==> src/rtl/agc_gain_controller.sv <==
// agc_gain_controller
// Closed-loop automatic gain control. The block owns the gain word and runs
// repeated detect windows on the RF-level indicator. After each window it steps
// the gain up or down, or holds it. Every gain change is followed by a settle
// period. The loop locks when the preamble detector raises done, when enough
// consecutive windows land in band, or when the adjust-step budget runs out.
module agc_gain_controller #(
  parameter int CNT_W     = 4,
  parameter int GAIN_W    = 5,
  parameter int GAIN_INIT = 16,
  parameter int GAIN_MIN  = 0,
  parameter int GAIN_MAX  = 31,
  parameter int GOOD_WINS = 2,
  parameter int MAX_ADJ   = 24
) (
  input  logic              clk,
  input  logic              RESETn,
  input  logic              enable,
  input  logic              indicator,
  input  logic              done,
  input  logic [CNT_W-1:0]  win_len,
  input  logic [CNT_W-1:0]  settle_len,
  output logic [GAIN_W-1:0] gain,
  output logic              adjust,
  output logic              up_dn,
  output logic              sat,
  output logic              locked,
  output logic              timeout,
  output logic [1:0]        state_o
);

  localparam int ADJ_W  = $clog2(MAX_ADJ + 1);
  localparam int GOOD_W = $clog2(GOOD_WINS + 1);

  localparam logic [GAIN_W-1:0] GAIN_INIT_V = GAIN_W'(GAIN_INIT);
  localparam logic [GAIN_W-1:0] GAIN_MIN_V  = GAIN_W'(GAIN_MIN);
  localparam logic [GAIN_W-1:0] GAIN_MAX_V  = GAIN_W'(GAIN_MAX);
  localparam logic [ADJ_W-1:0]  MAX_ADJ_V   = ADJ_W'(MAX_ADJ);
  localparam logic [GOOD_W-1:0] GOOD_WINS_V = GOOD_W'(GOOD_WINS);

  typedef enum logic [1:0] {
    ST_IDLE   = 2'b00,
    ST_DETECT = 2'b01,
    ST_SETTLE = 2'b10,
    ST_LOCK   = 2'b11
  } state_t;

  state_t             state_q, state_d;
  logic [GAIN_W-1:0]  gain_q, gain_d;
  logic               adjust_q, adjust_d;
  logic               up_dn_q, up_dn_d;
  logic               sat_q, sat_d;
  logic               locked_q, locked_d;
  logic               timeout_q, timeout_d;
  logic [CNT_W-1:0]   win_cnt_q, win_cnt_d;
  logic [CNT_W-1:0]   hi_cnt_q, hi_cnt_d;
  logic [CNT_W-1:0]   settle_cnt_q, settle_cnt_d;
  logic [GOOD_W-1:0]  good_cnt_q, good_cnt_d;
  logic [ADJ_W-1:0]   adj_cnt_q, adj_cnt_d;

  // Window evaluation terms. H includes the current sample, so it needs one
  // extra bit. The majority test 2*H > N uses one more bit again so that the
  // doubled count cannot overflow.
  logic [CNT_W:0]   h_sum;
  logic [CNT_W:0]   n_len;
  logic             win_last;
  logic             req_up;
  logic             req_dn;
  logic             at_clamp;
  logic [ADJ_W-1:0] adj_inc;
  logic [GOOD_W-1:0] good_inc;

  assign h_sum    = {1'b0, hi_cnt_q} + (CNT_W + 1)'(indicator);
  assign n_len    = {1'b0, win_len} + (CNT_W + 1)'(1);
  assign win_last = (win_cnt_q == win_len);
  assign req_up   = (h_sum == '0);
  assign req_dn   = !req_up && ({h_sum, 1'b0} > {1'b0, n_len});
  assign at_clamp = req_up ? (gain_q == GAIN_MAX_V) : (gain_q == GAIN_MIN_V);
  assign adj_inc  = adj_cnt_q + ADJ_W'(1);
  assign good_inc = good_cnt_q + GOOD_W'(1);

  // Next-state and next-output logic. Priority order is enable, then done,
  // then the normal state transitions.
  always_comb begin
    state_d      = state_q;
    gain_d       = gain_q;
    adjust_d     = 1'b0;
    up_dn_d      = up_dn_q;
    sat_d        = sat_q;
    timeout_d    = timeout_q;
    win_cnt_d    = win_cnt_q;
    hi_cnt_d     = hi_cnt_q;
    settle_cnt_d = settle_cnt_q;
    good_cnt_d   = good_cnt_q;
    adj_cnt_d    = adj_cnt_q;

    if (!enable) begin
      state_d      = ST_IDLE;
      gain_d       = GAIN_INIT_V;
      sat_d        = 1'b0;
      timeout_d    = 1'b0;
      win_cnt_d    = '0;
      hi_cnt_d     = '0;
      settle_cnt_d = '0;
      good_cnt_d   = '0;
      adj_cnt_d    = '0;
    end else if (done && (state_q != ST_IDLE)) begin
      // Preamble found: freeze the gain where it is.
      state_d = ST_LOCK;
    end else begin
      case (state_q)
        ST_IDLE: begin
          state_d      = ST_DETECT;
          gain_d       = GAIN_INIT_V;
          sat_d        = 1'b0;
          timeout_d    = 1'b0;
          win_cnt_d    = '0;
          hi_cnt_d     = '0;
          settle_cnt_d = '0;
          good_cnt_d   = '0;
          adj_cnt_d    = '0;
        end

        ST_DETECT: begin
          win_cnt_d = win_cnt_q + CNT_W'(1);
          hi_cnt_d  = hi_cnt_q + CNT_W'(indicator);
          if (win_last) begin
            win_cnt_d = '0;
            hi_cnt_d  = '0;
            if (req_up || req_dn) begin
              good_cnt_d = '0;
              if (at_clamp) begin
                // Requested step is beyond a clamp: hold and run another window.
                sat_d = 1'b1;
              end else begin
                gain_d    = req_up ? (gain_q + GAIN_W'(1)) : (gain_q - GAIN_W'(1));
                adjust_d  = 1'b1;
                up_dn_d   = req_up;
                sat_d     = 1'b0;
                adj_cnt_d = adj_inc;
                if (adj_inc == MAX_ADJ_V) begin
                  // Step budget exhausted: lock at once and skip the settle.
                  state_d   = ST_LOCK;
                  timeout_d = 1'b1;
                end else begin
                  state_d      = ST_SETTLE;
                  settle_cnt_d = '0;
                end
              end
            end else begin
              // Window is in band.
              sat_d      = 1'b0;
              good_cnt_d = good_inc;
              if (good_inc >= GOOD_WINS_V) begin
                state_d = ST_LOCK;
              end
            end
          end
        end

        ST_SETTLE: begin
          if (settle_cnt_q == settle_len) begin
            state_d      = ST_DETECT;
            settle_cnt_d = '0;
            win_cnt_d    = '0;
            hi_cnt_d     = '0;
          end else begin
            settle_cnt_d = settle_cnt_q + CNT_W'(1);
          end
        end

        ST_LOCK: begin
          state_d = ST_LOCK;
        end

        default: begin
          state_d = ST_IDLE;
        end
      endcase
    end

    locked_d = (state_d == ST_LOCK);
  end

  // State and output registers, cleared asynchronously by RESETn.
  always_ff @(posedge clk or negedge RESETn) begin
    if (!RESETn) begin
      state_q      <= ST_IDLE;
      gain_q       <= GAIN_INIT_V;
      adjust_q     <= 1'b0;
      up_dn_q      <= 1'b1;
      sat_q        <= 1'b0;
      locked_q     <= 1'b0;
      timeout_q    <= 1'b0;
      win_cnt_q    <= '0;
      hi_cnt_q     <= '0;
      settle_cnt_q <= '0;
      good_cnt_q   <= '0;
      adj_cnt_q    <= '0;
    end else begin
      state_q      <= state_d;
      gain_q       <= gain_d;
      adjust_q     <= adjust_d;
      up_dn_q      <= up_dn_d;
      sat_q        <= sat_d;
      locked_q     <= locked_d;
      timeout_q    <= timeout_d;
      win_cnt_q    <= win_cnt_d;
      hi_cnt_q     <= hi_cnt_d;
      settle_cnt_q <= settle_cnt_d;
      good_cnt_q   <= good_cnt_d;
      adj_cnt_q    <= adj_cnt_d;
    end
  end

  assign gain    = gain_q;
  assign adjust  = adjust_q;
  assign up_dn   = up_dn_q;
  assign sat     = sat_q;
  assign locked  = locked_q;
  assign timeout = timeout_q;
  assign state_o = state_q;

endmodule

==> config.mk <==
export PLATFORM = sky130hd
export DESIGN_NAME = agc_gain_controller
export DESIGN_NICKNAME = d
export VERILOG_FILES = /design/src/rtl/agc_gain_controller.sv
export SDC_FILE = /design/constraint.sdc
export NUM_CORES = 1
export LEC_CHECK = 0
export CAP_MARGIN = 20
export CORE_ASPECT_RATIO = 1.2
export CORE_UTILIZATION = 51
export CTS_BUF_LIST = sky130_fd_sc_hd__clkbuf_4
export CTS_CLUSTER_DIAMETER = 30
export CTS_CLUSTER_SIZE = 8
export DETAILED_ROUTE_END_ITERATION = 10
export PLACE_DENSITY = 0.76
export SLEW_MARGIN = 15
export SYNTH_ARGS = -nofsm -noshare
export SYNTH_HDL_FRONTEND = slang
export SYNTH_SLANG_ARGS = --single-unit
==> constraint.sdc <==
create_clock -name clk -period 3.9 [get_ports clk]
set_input_delay 0.39 -clock clk [delete_from_list [all_inputs] [get_ports clk]]
set_output_delay 0.39 -clock clk [all_outputs]
set_load 0.05 [all_outputs]
## Word-level counts from Yosys, hierarchy flattened

Index checks and enable logic that the tools add are counted.

| cells by class | value |
|---|---|
| $add $sub $neg | 9 |
| order comparisons | 2 |
| equality and inequality tests | 17 |
| multiplexer cells | 64 |
| bitwise gates (word level) | 2 |
| reduce and logical (&&, ||, !) cells | 14 |

Operator list:

| cell | count |
|---|---|
| $mux 4 | 14 |
| $mux 5 | 11 |
| $pmux 4 s3 | 3 |
| $mux 2 | 11 |
| $pmux 5 s2 | 2 |
| $mux 1 | 19 |
| $ne 3x3->1 const B | 6 |
| $reduce_and 6->1 | 3 |
| $add 5x1->5 const B | 2 |
| $eq 5x5->1 const B | 2 |
| $logic_not 5->1 | 2 |
| $add 4x1->4 const B | 2 |
| $eq 4x4->1 | 2 |
| $pmux 2 s4 | 1 |
| $eq 2x2->1 const B | 3 |
| $gt 6x5->1 | 1 |
| $reduce_and 3->1 | 2 |
| $add 4x1->5 | 1 |
| $add 4x1->5 const B | 1 |
| $reduce_and 5->1 | 1 |
| $sub 5x1->5 const B | 1 |
| $add 4x1->4 | 1 |
| $ne 4x1->1 const B | 1 |
| $pmux 1 s2 | 2 |
| 12 further kinds | 14 |

| storage, ports and cells | value |
|---|---|
| flip-flop bits (word level) | 31 |
| input bits | 13 |
| output and inout port bits | 12 |
| word-level logic and storage cells | 120 |

## Depth between registers and ports, before layout

Gate-level depths: netlist of run 1.

| logic depth | value |
|---|---|
| depth in word-level cells | 11 |
| depth in mapped cells | 15 |
| gate-level depth less buffers | 13 |

## Worst setup path before layout of run 1

No wires, ideal clock.

| path | value |
|---|---|
| path type | input port to flip-flop |
| from | input indicator |
| to | register adj_cnt_q[2] |
| library setup time | 0.126 ns |
| data arrival time | 2.769 ns |
| data required time | 3.774 ns |
| setup slack | 1.005 ns |
| stages | 12 |
| path buffers | 3 |
| cells stage by stage | ha_1 ha_1 buf_2 nor2_1 a21oi_1 or4_1 buf_6 mux2i_4 and2_1 a311o_2 buf_6 a221o_1 |

| on the way | value |
|---|---|
| longest elaborated chain between the ends | 7 |

RTL lines:

| element | line | source |
|---|---|---|
| from (decl) | 19 | `input logic indicator,` |
| $add 4x1->5 * | 73 | `assign h_sum = {1'b0, hi_cnt_q} + (CNT_W + 1)'(indicator);` |
| parallel branches: the longest is 5 deep, another holds $gt 6x5->1 | -- |  |
| $reduce_and 5->1 (no source line) * | -- |  |
| to (signal assigned) | 212 | `adj_cnt_q <= adj_cnt_d;` |
| to (decl) | 59 | `logic [ADJ_W-1:0] adj_cnt_q, adj_cnt_d;` |

Mark *: on every way between the ends.
A chain may end at the register's enable or synchronous reset.

## Final worst setup path of run 1

| path | value |
|---|---|
| from | input indicator |
| to | register adj_cnt_q[3] |

The elaborated chain is that of the path after synthesis.

==> out/results.ini, run 1 <==
[outcome]
status=finished, final reports clean

[timing]
slew_violations=0
tns_ns=0
timing.hold.ws_ns=0.438
finClkSkew_ns=0.0159
rsz0062_at_grt=no
hold_viol_final=0
setup_viol=0
finalCritPeriodShare=0.812
slew_headroom=0.554
worst_slew_pin_slew_ns=0.664
max_freq_mhz=316
fin_crit_ns=3.17

[floorplan]
fp-row-count=25
die_x_um=61.9
dieHeight_um=73.9
die_area_um2=4580
start_util=0.544
pin_count=25
coreArea_um2=4040

[routing]
routed_wl_mm=4.30
vias_per_cell=5.61
dr.pass1.iters=4
ant_nets=0
num_vias=1777
drc=0
wl_per_cell_um=13.6
dr.first_iter.drc_count=87

[logic_synthesis]
ys_seq_area_frac=0.354
synth_cell_types=58
syn_nets=264
syn_avg_cell_area_um2=9.23
syn_area_um2=2200
yosys_most_used_dff=dfrtp_1
synth_edf_count=0
postSynthRegisterBits=31
synth_top_area_share=0.330
synthArstFlopShare=1.00
ys_warn_count=0
ys_top_cells_by_area=dfrtp_1 (33%), ha_1 (6.8%), xor2_1 (4.4%)
synth_cells=238
synth_largest_area_cell=dfrtp_1

[clock_tree]
h-tree-depth=2
root_buffer=clkbuf_4
cts_setup_buffers=0
clockBufferDepth=2
clk_pin_slew_ns=0.11
clock_sinks=31
cts_made_buffers=5
cts_resized=0
hold_buffers=0
clk-insertion-delay-late_ns=0.33
cts_tree=yes

[finish]
final_util=0.628
mostFrequentLayoutCell=dfrtp_1
fin_nets=288
postLayoutCellArea_um2=2530
diodes=0
layout_common_cells=dfrtp_1 (29), nand2_1 (25), clkdlybuf4s50_1 (24), o21ai_0 (19), nor2_1 (14)
drive_gt1_frac=0.0951
fillCellCount=360
seq_area_um2=778
multi_input_area_um2=1320
area_delta_synth_final_pct=15.4

[worst_setup_path]
reg2reg_from=hi_cnt_q[0]$_DFFE_PN0P_
endpoint_kind=flop
required_ns=4.11
critical_path.cell_chain=clkdlybuf4s50_1 -> ha_1 -> ha_1 -> nor2_1 -> a21oi_1 -> or4_1 -> mux2i_4 -> and2_1 -> a311o_2 -> a221o_1
regToRegEndpoint=adj_cnt_q[3]$_DFFE_PN0P_
critPathBufInv=1
path_common_cell=ha_1
critPathMaxStageDelay_ns=0.61
r2r_cells=9
critical_path_arrival_ns=3.38
reg2reg_setup_slack_ns=0.84
path_delay_family=simple AND/OR/NAND/NOR gates
critPathLaunchType=input port
cpMaxStageDelayCell=or4_1
critPathMaxFanout=11
critPathKind=input port to flop

[global_routing]
grt_max_degree=32
grt_usage=0.212
grt_pass1_wl_mm=7.22
grt_overflow=0
grt_pass1_vias=1659
antenna_found_initial=0

[min_path]
hold_class=input port to async pin

[power_and_ir_drop]
peakVddDrop_uv=266
power_switching_w=0.000258
power_frac_clock=0.295
p_int_w=0.000556
p_seq_frac=0.437
p_leak_nw=1.12
cellPowerDensity_nw_per_um2=321
switching_share=0.317
comb_power_share=0.268

[placement]
io_buffers=24
dp_hpwl_mm=3.15
placed_cell_area_um2=2460
routabilityCongestion=0.881

[flow_run]
max-cap-violations=0

area by class of cell:
type                            instances  share of cell area
Multi-Input combinational cell        187               0.521
Sequential cell                        31               0.307
Timing Repair Buffer                   25              0.0977
Tap cell                               54              0.0267
Inverter                               12              0.0178
Clock inverter                          3              0.0153
Clock buffer                            5              0.0148
flip-flops by register name, indices dropped and copies added, names as in the netlist:
| name | cells |
|---|---|
| adj_cnt_q | 5 |
| adjust | 1 |
| gain | 5 |
| good_cnt_q | 2 |
| hi_cnt_q | 4 |
| locked | 1 |
| sat | 1 |
| settle_cnt_q | 4 |
| state_o | 2 |
| timeout | 1 |
| up_dn | 1 |
| win_cnt_q | 4 |
worst reg2reg max path: stages (launching register included):
cell	delay (ns)
dfrtp_1	0.39
ha_1	0.21
ha_1	0.29
nor2_1	0.14
a21oi_1	0.04
or4_1	0.61
mux2i_4	0.29
and2_1	0.16
a311o_2	0.46
a221o_1	0.37
power groups by stage:
stage	Clock [W]	Combinational, W	Sequential [W]
5_1_grt	0.000262	0.000239	0.000359
3_3_place_gp	0	0.000215	0.000361
6_report	0.000240	0.000218	0.000356
2_1_floorplan	0	0.000126	0.000390
3_5_place_dp	0	0.000218	0.000362
4_1_cts	0.000248	0.000219	0.000356
worst max path at each step:
stage               from                       end  slack, ns  depth (start not counted)
6_report       indicator  adj_cnt_q[3]$_DFFE_PN0P_       0.73                         10
5_1_grt        indicator       gain[4]$_DFFE_PN1P_       0.55                         14
4_1_cts        indicator  adj_cnt_q[3]$_DFFE_PN0P_       0.74                         10
3_5_place_dp   indicator  adj_cnt_q[2]$_DFFE_PN0P_       0.38                         10
3_3_place_gp   indicator  adj_cnt_q[4]$_DFFE_PN0P_       0.42                         10
2_1_floorplan  indicator  adj_cnt_q[2]$_DFFE_PN0P_       1.00                         12
synthesized netlist by cell type, drive strengths merged, types with 2 or more instances:
| master | n |
|---|---|
| nor2 | 14 |
| and3 | 3 |
| mux2 | 7 |
| ha | 12 |
| a221o | 3 |
| a21oi | 13 |
| xor2 | 11 |
| dfstp | 2 |
| and2 | 3 |
| xnor2 | 7 |
| dfrtp | 29 |
| nand3 | 11 |
| inv | 12 |
| buf | 4 |
| nand3b | 3 |
| and3b | 2 |
| a21o | 3 |
| nor3 | 4 |
| a21boi | 3 |
| mux2i | 2 |
| nand2b | 5 |
| nor3b | 4 |
| clkbuf | 4 |
| or3 | 2 |
| nand2 | 25 |
| a31oi | 3 |
| nor4 | 3 |
| o21ai | 21 |
| nor2b | 4 |
through the flow:
stage               total power [W]  setup WS (ns)  std cells
finish                     0.000814          0.734        317
global route               0.000859          0.551        317
CTS                        0.000823          0.744        317
detailed placement         0.000580          0.383        309
global placement           0.000577          0.420        309
floorplan                  0.000516           1.00        238
logic make-up after synthesis:
kind of cell / synth area share
AOI/OAI and AO/OA: 0.169
xor gates and xnor gates: 0.0826
adders and majority gates: 0.0826
buffers and inverters: 0.0450
DFF: 0.354
muxes: 0.0507
and+or+nand+nor: 0.216
metal layers:
metal / track usage / share of wire
met5: 0 / 0
met2: 0.348 / 0.47
met1: 0.280 / 0.49
met3: 0.0317 / 0.033
met4: 0.0741 / 0.0079
Power figures use the tool's default switching activity.
==> inputs of run 2 (changes only) <==
Settings changed: PLACE_DENSITY 0.76 to 0.78.
Clock period 3.9 ns to 2.6 ns, I/O delays scaled along.
==> run 2 against run 1 <==
The flow now finishes with violations (negative setup slack). Sequential share of layout area shrank 3.6 points. Combinational power is 95% higher. Power grew 50%. Sequential power rose by 49%. Core utilization is 8.2 points higher. Critical path depth fell by 1. Clock power increased by 10%. Wire length up 13%. Non-clock buffer count increased by 31. Die area did not move. Critical path type is now flop to flop. Largest cell class unchanged. Largest power group unchanged. Highest routed layer unchanged.
==> out/results.ini, run 2 (synthesis gave the netlist of run 1 again) <==
[global_routing]
grt_pass1_vias=1809  ; +9.0%
antenna_found_initial=0  ; unchanged
grt_max_degree=32  ; unchanged
grt_pass1_wl_mm=7.91  ; +9.5%
grt_usage=0.234  ; +0.0221
grt_overflow=0  ; unchanged

[clock_tree]
root_buffer=clkbuf_4
cts_made_buffers=5  ; unchanged
clockBufferDepth=2  ; unchanged
clock_sinks=31  ; unchanged
clk-insertion-delay-late_ns=0.34  ; about the same
cts_tree=yes
h-tree-depth=2  ; unchanged
clk_pin_slew_ns=0.10  ; about the same

[power_and_ir_drop]
peakVddDrop_uv=305  ; +15%
cellPowerDensity_nw_per_um2=426  ; +33%
p_leak_nw=1.28  ; +15%

[placement]
placedCellCount=340  ; +10%
routabilityCongestion=0.821  ; -6.8%
dp_hpwl_mm=3.48  ; +10%
io_buffers=24  ; unchanged
placed_cell_area_um2=2710  ; +10%

[finish]
multi_input_area_um2=1450  ; +9.5%
postLayoutCellArea_um2=2870  ; +13%
fillCellCount=296  ; -18%
diodes=0  ; unchanged
area_delta_synth_final_pct=30.5
seq_area_um2=778  ; unchanged
mostFrequentLayoutCell=buf_4
fin_nets=320  ; +11%
drive_gt1_frac=0.252  ; +0.157
layout_common_cells=buf_4 (31), dfrtp_1 (29), nand2_1 (24), clkdlybuf4s50_1 (24), o21ai_0 (19)
layoutNonFillerInstCount=348  ; +9.8%

[worst_setup_path]
endpoint_kind=flop
reg2reg_from=hi_cnt_q[0]$_DFFE_PN0P_
critPathLaunchType=flop
crit_path_start=hi_cnt_q[0]$_DFFE_PN0P_
regToRegEndpoint=adj_cnt_q[2]$_DFFE_PN0P_
critPathKind=flop to flop
critical_path_arrival_ns=2.88  ; -0.50 ns
reg2reg_setup_slack_ns=-0.08  ; -0.92 ns
cpMaxStageDelayCell=a311o_2
critPathMaxStageDelay_ns=0.44  ; -0.17 ns
critPathMaxFanout=5  ; -6
required_ns=2.81  ; -1.30 ns
path_common_cell=ha_4
critical_path.cell_chain=ha_4 -> ha_4 -> ha_4 -> a21oi_2 -> maj3_2 -> o21ai_2 -> nand2_2 -> a311o_2 -> a221o_1
r2r_cells=9  ; unchanged

[timing]
slew_headroom=0.667  ; +0.113
setup_viol=6  ; +6
worst_slew_pin_slew_ns=0.498  ; -0.167 ns
slew_violations=0  ; unchanged
finalCritPeriodShare=1.03
rsz0062_at_grt=yes
tns_ns=-0.221  ; -0.221 ns
setup_slack_ns=-0.0761  ; -0.811 ns
max_freq_mhz=374
hold_viol_final=0  ; unchanged
finClkSkew_ns=0.0176  ; +0.00169 ns
fin_crit_ns=2.68

[min_path]
hold_class=input port to async pin

[floorplan]
die_x_um=61.9  ; unchanged
die_area_um2=4580  ; unchanged
fp-row-count=25  ; unchanged
start_util=0.544  ; unchanged
dieHeight_um=73.9  ; unchanged
pin_count=25  ; unchanged
coreArea_um2=4040  ; unchanged

[routing]
drc=0  ; unchanged
wl_per_cell_um=14.0  ; +2.9%
vias_per_cell=5.55  ; -1.0%
routed_wl_mm=4.86  ; +13%
dr.pass1.iters=4  ; unchanged
num_vias=1931  ; +8.7%
ant_nets=0  ; unchanged
dr.first_iter.drc_count=82  ; -5.7%

[outcome]
violations=negative setup slack
status=finished with violations

[flow_run]
max-cap-violations=0  ; unchanged

==> run 2: what timing repair did <==
item | 4_1_cts | 5_1_grt
gates resized for setup | 9 | 15
endpoints found under the setup margin | 16 | 17
gates cloned | 1 | 0
pin swaps | 8 | 6
setup buffers | 1 | 0
hold buffers | 0 | 0
==> run 2: cell type report <==
cell class	instances	area share
tap	54	0.0236
multi-input combinational	188	0.504
sequential	31	0.271
clock inverter	2	0.00306
inverter	12	0.0157
clock buffer	5	0.0131
timing repair buffer	56	0.169
==> run 2: power breakdown <==
part           internal [W]  switching [W]  total, W  leakage (nW)
Sequential         0.000505      0.0000273  0.000532         0.420
Combinational      0.000200       0.000226  0.000426         0.835
Clock             0.0000957       0.000168  0.000264        0.0285
Total              0.000801       0.000421   0.00122          1.28
==> run 2: metal layers <==
| layer | GRT usage | vias up | wire, µm |
|---|---|---|---|
| li1 | - | 962 | - |
| met1 | 0.292 | 936 | 2320 |
| met2 | 0.395 | 28 | 2350 |
| met3 | 0.0458 | 5 | 136 |
| met4 | 0.0815 | 0 | 57 |
| met5 | 0 | - | 0 |
==> run 2: through the flow <==
stage | worst slack (ns) | total power (W) | hold slack (ns) | util
finish | -0.0761 | 0.00122 | 0.309 | 0.710
global route | -0.168 | 0.00128 | 0.328 | 0.710
CTS | -0.113 | 0.00121 | 0.312 | 0.697
detailed placement | -0.466 | 0.000928 | 0.486 | 0.672
global placement | -0.406 | 0.000922 | 0.482 | 0.672
floorplan | -0.212 | 0.000779 | -0.0356 | -
==> run 2: worst max-delay path by stage <==
stage	depth (start not counted)	slack [ns]	to
6_report	9	-0.08	adj_cnt_q[2]$_DFFE_PN0P_
5_1_grt	13	-0.17	gain[4]$_DFFE_PN1P_
2_1_floorplan	12	-0.21	adj_cnt_q[2]$_DFFE_PN0P_
4_1_cts	10	-0.11	adj_cnt_q[2]$_DFFE_PN0P_
3_5_place_dp	15	-0.47	gain[4]$_DFFE_PN1P_
3_3_place_gp	11	-0.41	adj_cnt_q[4]$_DFFE_PN0P_
==> run 2: critical path, delay by kind of cell (launching register included) <==
family	cells	cell delay, ns
adder cells (fa/ha/maj)	4	1.00
AO/OA/AOI/OAI	4	1.04
AND/OR/NAND/NOR	1	0.10
flip-flops	1	0.42
==> inputs of run 3 (changes only) <==
Settings changed: CTS_BUF_LIST sky130_fd_sc_hd__clkbuf_4 to sky130_fd_sc_hd__clkbuf_4 sky130_fd_sc_hd__clkbuf_8 sky130_fd_sc_hd__clkbuf_16.
==> run 3 against run 2 <==
The run still ends with negative setup slack left. Critical path depth is 1 higher. Combinational power about the same. Hold slack improved by 0.053 ns. Fmax decreased by 0.30%. Die area unchanged. Setup slack got worse by 0.0082 ns. Cell area rose by 1.4%. Sequential share of layout area is 0.37 points lower. Via count grew 1.2%. Critical path type is now input port to flop. Largest cell class unchanged. Highest routed layer unchanged.
==> out/results.ini, run 3 (synthesis gave the netlist of run 1 again) <==
[routing]
routed_wl_mm=4.98  ; +2.5%
wl_per_cell_um=14.3  ; +2.2%
dr.first_iter.drc_count=106  ; +29%
drc=0  ; unchanged
num_vias=1955  ; +1.2%
vias_per_cell=5.60  ; +0.95%
dr.pass1.iters=4  ; unchanged
ant_nets=0  ; unchanged

[finish]
fin_nets=321  ; +0.31%
seq_area_um2=778  ; unchanged
final_util=0.720  ; +0.00992
multi_input_area_um2=1440  ; -0.52%
layout_common_cells=buf_4 (32), dfrtp_1 (29), nand2_1 (24), clkdlybuf4s50_1 (23), o21ai_0 (19)
fillCellCount=292  ; -1.4%
drive_gt1_frac=0.254  ; +0.00254
diodes=0  ; unchanged
mostFrequentLayoutCell=buf_4
layoutNonFillerInstCount=349  ; +0.29%
area_delta_synth_final_pct=32.3

[global_routing]
grt_overflow=0  ; unchanged
grt_pass1_wl_mm=8.01  ; +1.3%
grt_pass1_vias=1815  ; +0.33%
antenna_found_initial=0  ; unchanged
grt_usage=0.238  ; +0.00466
grt_max_degree=32  ; unchanged

[clock_tree]
clk-insertion-delay-late_ns=0.29  ; -0.05 ns
root_buffer=clkbuf_8
clk_pin_slew_ns=0.07  ; -0.03 ns
h-tree-depth=2  ; unchanged
cts_tree=yes
cts_made_buffers=5  ; unchanged
clock_sinks=31  ; unchanged
clockBufferDepth=2  ; unchanged

[timing]
setup_slack_ns=-0.0843  ; -0.00816 ns
finalCritPeriodShare=1.03  ; +0.00314
slew_violations=0  ; unchanged
hold_viol_final=0  ; unchanged
finClkSkew_ns=0.00698  ; -0.0106 ns
max_freq_mhz=373  ; -0.30%
slew_headroom=0.667  ; about the same
rsz0062_at_grt=yes
fin_crit_ns=2.68  ; +0.00816 ns
worst_slew_pin_slew_ns=0.497  ; -0.000335 ns
setup_viol=6  ; unchanged

[placement]
io_buffers=24  ; unchanged
placedCellCount=340  ; unchanged
dp_hpwl_mm=3.48  ; unchanged
routabilityCongestion=0.821  ; unchanged
post-place-ws_ns=-0.466  ; unchanged

[worst_setup_path]
critPathLaunchType=input port
reg2reg_from=hi_cnt_q[0]$_DFFE_PN0P_
regToRegEndpoint=adj_cnt_q[2]$_DFFE_PN0P_
endpoint_kind=flop
reg2reg_setup_slack_ns=-0.08  ; about the same
required_ns=2.76  ; -0.05 ns
critical_path_arrival_ns=2.85  ; -0.03 ns
critPathKind=input port to flop
r2r_cells=7  ; -2
critPathMaxFanout=5  ; unchanged

[outcome]
status=finished with violations
violations=negative setup slack

[floorplan]
fp-row-count=25  ; unchanged
coreArea_um2=4040  ; unchanged
start_util=0.544  ; unchanged
die_x_um=61.9  ; unchanged
die_area_um2=4580  ; unchanged
dieHeight_um=73.9  ; unchanged
pin_count=25  ; unchanged

[power_and_ir_drop]
peakVddDrop_uv=328  ; +7.3%
cellPowerDensity_nw_per_um2=465  ; +9.0%
p_leak_nw=1.30  ; +1.3%

[min_path]
hold_class=input port to async pin

[flow_run]
max-cap-violations=0  ; unchanged

==> run 3: cell types whose count changed in the layout (fill, tap and decap cells not counted), sizes merged <==
cell           previous run  this run
buf                      32        33
clkbuf                    5         6
clkdlybuf4s50            24        23
clkinv                    2         1
dlygate4sd2               0         1
==> run 3: repair_timing <==
action / 4_1_cts / 5_1_grt
resized for setup: 9 / 15
hold buffers: 0 / 0
gates cloned: 1 / 0
pin swaps: 8 / 7
buffers inserted: 1 / 1
endpoints found under the setup margin: 17 / 18
==> run 3: area by class of cell <==
cell class                      count  area share
Inverter                           12      0.0155
Sequential cell                    31       0.268
Timing Repair Buffer               57       0.169
Multi-Input combinational cell    188       0.495
Tap cell                           54      0.0232
Clock inverter                      1     0.00172
Clock buffer                        6      0.0284
==> run 3: report_power, final <==
group	leakage [nW]	internal (W)	total, W	switching [W]
clock network	0.0470	0.000207	0.000392	0.000184
logic	0.833	0.000199	0.000426	0.000227
registers	0.420	0.000505	0.000533	0.0000274
total	1.30	0.000912	0.00135	0.000439
==> run 3: how the worst max path moves through the flow <==
stage / start / endpoint / slack, ns / depth (start not counted)
floorplan: hi_cnt_q[0]$_DFFE_PN0P_ / adj_cnt_q[2]$_DFFE_PN0P_ / -0.21 / 12
global placement: indicator / adj_cnt_q[4]$_DFFE_PN0P_ / -0.41 / 11
detailed placement: indicator / gain[4]$_DFFE_PN1P_ / -0.47 / 15
CTS: hi_cnt_q[0]$_DFFE_PN0P_ / adj_cnt_q[2]$_DFFE_PN0P_ / -0.11 / 10
global route: hi_cnt_q[0]$_DFFE_PN0P_ / adj_cnt_q[2]$_DFFE_PN0P_ / -0.18 / 9
finish: win_len[0] / adj_cnt_q[2]$_DFFE_PN0P_ / -0.08 / 10
==> run 3: stage by stage <==
step	hold slack [ns]	power, W	instance area [µm²]	TNS (ns)
floorplan	-0.0356	0.000779	2220	-1.59
global placement	0.482	0.000922	2710	-6.44
detailed placement	0.486	0.000928	2710	-7.53
CTS	0.374	0.00133	2850	-0.458
global route	0.394	0.00141	2910	-1.05
finish	0.361	0.00135	2910	-0.244
==> run 3: layer usage <==
layer	wire [µm]	vias up	global-route usage
li1	-	963	-
met1	2310	933	0.291
met2	2360	46	0.404
met3	186	13	0.0440
met4	124	0	0.101
met5	0	-	0
==> run 3: critical path, stage by stage <==
cell	delay (ns)
clkdlybuf4s50_1	0.43
ha_1	0.23
xnor2_1	0.28
ha_4	0.19
a21oi_2	0.05
maj3_2	0.32
o21ai_2	0.17
nand2_2	0.10
a311o_2	0.44
a221o_1	0.37
